[config.mk]
export PLATFORM = sky130hd
export DESIGN_NAME = write_port_arbiter
export DESIGN_NICKNAME = d
export VERILOG_FILES = /design/src/rtl/wr_arb_pkg.sv /design/src/rtl/rr_pick.sv /design/src/rtl/write_port_arbiter.sv
export SDC_FILE = /design/constraint.sdc
export NUM_CORES = 1
export LEC_CHECK = 0
export BUFFER_PORTS_ARGS = -buffer_cell sky130_fd_sc_hd__buf_4
export CORE_ASPECT_RATIO = 0.5
export CORE_MARGIN = 2
export CORE_UTILIZATION = 49
export DETAILED_ROUTE_END_ITERATION = 8
export PLACE_DENSITY = 0.95
export SYNTH_ARGS = -nofsm -noshare
export SYNTH_HDL_FRONTEND = slang
export SYNTH_SLANG_ARGS = --single-unit
[constraint.sdc]
create_clock -name clk -period 3.2 [get_ports clk]
set_input_delay 0.64 -clock clk [delete_from_list [all_inputs] [get_ports clk]]
set_output_delay 0.64 -clock clk [all_outputs]
set_load 0.005 [all_outputs]
[src/rtl/wr_arb_pkg.sv]
// wr_arb_pkg: shared types for the write port arbiter.
// Sequencer state encoding and its width; no ports.
package wr_arb_pkg;

  localparam int STATE_W = 2;

  typedef enum logic [STATE_W-1:0] {
    IDLE,
    ISSUE,
    WAIT_START,
    WAIT_DONE
  } state_t;

endpackage

[src/rtl/rr_pick.sv]
// rr_pick: combinational round-robin picker, search from ptr+1.
// Ports: req (request vector), ptr (last winner),
//   win_oh / win_idx (winner), win_vld (any request).
module rr_pick #(
  parameter int N  = 4,
  parameter int IW = (N > 1) ? $clog2(N) : 1
) (
  input  logic [N-1:0]  req,
  input  logic [IW-1:0] ptr,
  output logic [N-1:0]  win_oh,
  output logic [IW-1:0] win_idx,
  output logic          win_vld
);

  always_comb begin
    win_oh  = '0;
    win_idx = '0;
    win_vld = |req;
    // farthest first, so the nearest one after ptr is left standing
    for (int k = N; k >= 1; k--) begin
      if (req[(int'(ptr) + k) % N]) begin
        win_idx = IW'((int'(ptr) + k) % N);
      end
    end
    if (win_vld) begin
      win_oh = N'(1) << win_idx;
    end
  end

endmodule

[src/rtl/write_port_arbiter.sv]
// write_port_arbiter: round-robin sharing of one write-only device.
// Grants a requester, strobes dev_we, waits busy/ack, pulses done.
// Ports: clk, rst_n (async low); req/req_data from clients;
//   gnt/done/timeout one-hot pulses, owner, arb_busy;
//   dev_we/dev_data to device, dev_busy/dev_ack from device.
// Optional watchdog: define WR_ARB_TIMEOUT_EN.
module write_port_arbiter
  import wr_arb_pkg::*;
#(
  parameter int DATA_WIDTH     = 8,
  parameter int NUM_REQ        = 4,
  parameter int TIMEOUT_CYCLES = 64
) (
  input  logic                          clk,
  input  logic                          rst_n,
  input  logic [NUM_REQ-1:0]            req,
  input  logic [NUM_REQ*DATA_WIDTH-1:0] req_data,
  output logic [NUM_REQ-1:0]            gnt,
  output logic [NUM_REQ-1:0]            done,
  output logic [NUM_REQ-1:0]            timeout,
  output logic [$clog2(NUM_REQ)-1:0]    owner,
  output logic                          arb_busy,
  output logic                          dev_we,
  output logic [DATA_WIDTH-1:0]         dev_data,
  input  logic                          dev_busy,
  input  logic                          dev_ack
);

  localparam int IW = $clog2(NUM_REQ);

  state_t             state;
  logic [IW-1:0]      ptr;
  logic [NUM_REQ-1:0] pick_oh;
  logic [IW-1:0]      pick_idx;
  logic               pick_vld;

  rr_pick #(
    .N  (NUM_REQ),
    .IW (IW)
  ) u_pick (
    .req     (req),
    .ptr     (ptr),
    .win_oh  (pick_oh),
    .win_idx (pick_idx),
    .win_vld (pick_vld)
  );

`ifdef WR_ARB_TIMEOUT_EN
  localparam int TW = $clog2(TIMEOUT_CYCLES + 1);

  logic [TW-1:0]      to_cnt;
  logic [NUM_REQ-1:0] to_q;
  logic               to_hit;

  assign to_hit  = (to_cnt >= TW'(TIMEOUT_CYCLES - 1));
  assign timeout = to_q;

  // cleared while in ISSUE, so it starts at 0 in WAIT_START
  always_ff @(posedge clk or negedge rst_n) begin
    if (!rst_n) begin
      to_cnt <= '0;
    end else if (state == ISSUE) begin
      to_cnt <= '0;
    end else if (state == WAIT_START ||
                 state == WAIT_DONE) begin
      to_cnt <= to_cnt + TW'(1);
    end
  end
`else
  logic unused_cfg;
  assign unused_cfg = ^TIMEOUT_CYCLES;
  assign timeout    = '0;
`endif

  always_ff @(posedge clk or negedge rst_n) begin
    if (!rst_n) begin
      state    <= IDLE;
      ptr      <= IW'(NUM_REQ - 1);
      gnt      <= '0;
      done     <= '0;
      owner    <= '0;
      arb_busy <= 1'b0;
      dev_we   <= 1'b0;
      dev_data <= '0;
`ifdef WR_ARB_TIMEOUT_EN
      to_q     <= '0;
`endif
    end else begin
      gnt    <= '0;
      done   <= '0;
      dev_we <= 1'b0;
`ifdef WR_ARB_TIMEOUT_EN
      to_q   <= '0;
`endif
      unique case (state)
        IDLE: begin
          if (pick_vld && !dev_busy) begin
            gnt      <= pick_oh;
            dev_data <= req_data[int'(pick_idx)*DATA_WIDTH +: DATA_WIDTH];
            owner    <= pick_idx;
            ptr      <= pick_idx;
            dev_we   <= 1'b1;
            arb_busy <= 1'b1;
            state    <= ISSUE;
          end
        end
        ISSUE: begin
          state <= WAIT_START;
        end
        WAIT_START: begin
          if (dev_busy) begin
            state <= WAIT_DONE;
          end
`ifdef WR_ARB_TIMEOUT_EN
          else if (to_hit) begin
            to_q     <= NUM_REQ'(1) << owner;
            arb_busy <= 1'b0;
            state    <= IDLE;
          end
`endif
        end
        WAIT_DONE: begin
          // busy low without ack is not a completion
          if (!dev_busy && dev_ack) begin
            done     <= NUM_REQ'(1) << owner;
            arb_busy <= 1'b0;
            state    <= IDLE;
          end
`ifdef WR_ARB_TIMEOUT_EN
          else if (to_hit) begin
            to_q     <= NUM_REQ'(1) << owner;
            arb_busy <= 1'b0;
            state    <= IDLE;
          end
`endif
        end
        default: begin
          arb_busy <= 1'b0;
          state    <= IDLE;
        end
      endcase
    end
  end

endmodule

==> impl_metrics.yaml <==
yosys:
  yosys_warnings: 0
  yosys_register_bits: 24
  synth.area.mux_share_pct: 7.44
  synth_edf_count: 0
  synth-simple-area-share_pct: 14.2
  synthAdderAreaFrac_pct: 2.76
  async_reset_ff_share_pct: 100
  postSynthAreaPerCell_um2: 9.86
  synthCells: 138
  ys_seq_area_share_pct: 44.3
  synth-compound-area-share_pct: 21.7
  synth_area_mm2: 0.00136
  yosysUniqueCellTypes: 36
  synth_top_family_by_area: "compound AO/OA/AOI/OAI gates"
  ys.flop_type: "dfrtp_1"
  synth_xor_area_share_pct: 0
worst_setup_path:
  worstPathArrival_ns: 2.09
  cp_slowest_cell: "dfstp_2"
  reg2reg_depth: 6
  worst_path_largest_cell_delay_ns: 0.61
  crit_cells: 6
  r2r_start: "ptr[1]"
  critPathTopFamily: "flip-flops"
  critPathMaxFanout: 13
  crit_buf_inv: 1
  crit_chain: "nand2_1 > a21oi_1 > o221ai_1 > buf_4 > nor2_1 > a211oi_1"
  cp-end-kind: "flip-flop"
  crit_type: "reg2reg"
  start_kind: "flip-flop"
  crit_start: "ptr[1]"
  worstPathRequired_ns: 3.31
pwr:
  p_per_area_mw_per_mm2: 720
  p_leak_uw: 0.000964
  worst_ir_drop_vdd_mv: 0.415
floorplanning:
  die_x_um: 78.5
  die_area_mm2: 0.00324
  io_pins: 64
  row_count: 13
  core-area_mm2: 0.00262
  die_y_um: 41.3
  start_util_pct: 52.0
layout:
  layout-drive-gt1-share_pct: 35.6
  diodes: 0
  nNetsFinal: 238
  fillCellCount: 204
  fin_cells: 231
  final_cell_area_mm2: 0.00184
  syn_to_final_growth_pct: 35.1
timing:
  final_hold_viol_count: 0
  worstMarginPinSlew_ns: 0.623
  slew_headroom_pct: 58.3
  rsz0062_at_grt: "no"
  layout_setup_ws_ns: 1.23
  period_share_pct: 61.7
  fmax_ghz: 0.506
  drv_slew: 0
  holdWs_ns: 0.259
  finalSetupViolCount: 0
  min_period_ns: 1.97
  fin_setup_tns_ns: 0
  clock_skew_ns: 0.00164
run:
  cap_violations: 0
placed_design:
  dpl_cell_area_mm2: 0.00179
  globalplace.congestion: 0.779
  hpwl_um: 2520
  placement.io_buffers: 59
  place_ws_ns: 1.03
  dp_cells: 227
clocking:
  path_clk_slew_ns: 0.08
  cts_buffers: 3
  htree_levels: 1
  clockBufferDepth: 2
  cts_tree: "done"
  postCtsHoldBufs: 0
  cts.sinks: 24
  clkLatencyLatePin_ns: 0.26
  cts.repair.resized: 0
  cts_setup_buffers: 0
  root_buffer: "clkbuf_8"
global_routing:
  antenna_found_initial: 0
  grt_max_degree: 25
  grt_pass1_wl_um: 5290
  grt-ovfl-total: 0
  grtUsageTotal_pct: 22.4
  grt_pass1_vias: 1155
routing:
  detail_route.wirelength_um: 3420
  drcViolationCount: 0
  ant_nets: 0
  vias: 1262
  viasPerCell: 5.46
  first_iter_violations: 59
  wl_per_cell_um: 14.8
  drt_pass1_iterations: 4
min_path:
  min_path_type: "in2async"
outcome:
  status: "finished clean"
[layer usage]
layer | GRT usage, % | routed length [µm]
met1 | 25.0 | 1330
met2 | 45.7 | 1810
met3 | 5.51 | 260
met4 | 5.70 | 14
met5 | 0 | 0
[area by class of cell]
cell class                      instances  area (µm²)  share of cell area [%]
Multi-Input combinational cell         92         642                    34.9
Sequential cell                        24         603                    32.8
Timing Repair Buffer                   60         450                    24.5
Inverter                               14        52.6                    2.86
Tap cell                               37        46.3                    2.52
Clock buffer                            4        45.0                    2.45
[cells by family (layout without fill, tap and decap cells)]
| family | count (synthesis) | in the layout |
|---|---|---|
| buffers and inverters | 25 | 78 |
| and+or+nand+nor | 40 | 40 |
| muxes | 10 | 10 |
| AOI/OAI and AO/OA | 35 | 35 |
| adders and majority gates | 3 | 3 |
| other | 1 | 4 |
| DFF | 24 | 24 |
[stage by stage]
| step | utilization [%] | total power (µW) |
|---|---|---|
| final | 70.2 | 1320 |
| after floorplan | - | 900 |
| after global placement | 68.5 | 1110 |
| after global routing | 70.2 | 1420 |
| after detailed placement | 68.5 | 1150 |
| after CTS | 70.2 | 1330 |
[where the power goes]
part / switching [µW] / internal (µW)
clock: 93.3 / 88.9
combinational: 321 / 311
sequential: 88.0 / 422
[layout by cell type, fill, tap and decap left out, types with 2 or more instances in the layout]
cell type   n
clkbuf_8    3
mux2i_1     9
conb_1      4
inv_1       5
ha_1        3
nand2_1     8
nor2_1     19
nor4_1      2
o211a_1     8
dfstp_2     2
o21ai_1     3
dfrtp_1    22
a211oi_1    8
clkinv_1    8
a21oi_1     2
a41oi_1     8
buf_4      60
nor2b_1     3
[sequential cells by signal, summed over array words and instances, names as in the netlist]
| signal | flops |
|---|---|
| ptr | 2 |
| done | 4 |
| owner | 2 |
| state | 2 |
| dev_data | 8 |
| arb_busy | 1 |
| dev_we | 1 |
| gnt | 4 |
[synthesized netlist by cell type, types with 2 or more instances]
| library cell | instances | area share [%] |
|---|---|---|
| nor4_1 | 2 | 0.92 |
| a21oi_1 | 2 | 0.74 |
| clkbuf_1 | 2 | 0.55 |
| ha_1 | 3 | 2.8 |
| buf_2 | 3 | 1.1 |
| buf_4 | 4 | 2.2 |
| dfstp_2 | 2 | 3.9 |
| nor2b_1 | 3 | 1.4 |
| inv_1 | 5 | 1.4 |
| o21ai_1 | 3 | 1.1 |
| a211oi_1 | 8 | 4.4 |
| nor2_1 | 19 | 5.2 |
| buf_6 | 2 | 1.7 |
| clkinv_1 | 8 | 2.2 |
| nand2_1 | 8 | 2.2 |
| mux2i_1 | 9 | 6.6 |
| dfrtp_1 | 22 | 40 |
| a41oi_1 | 8 | 5.1 |
| o211a_1 | 8 | 5.9 |
[path summary, 6_finish.rpt]
kind	end	slack (ns)
setup / recovery	dev_data[5]	1.23
hold reg to reg	done[1]	0.49
max in group asynchronous	ptr[0]	2.66
setup reg to reg	dev_data[5]	1.23
hold / removal	dev_data[3]	0.26
min in group clk	done[1]	0.49
Note: power is estimated with default switching activity, not from simulation.
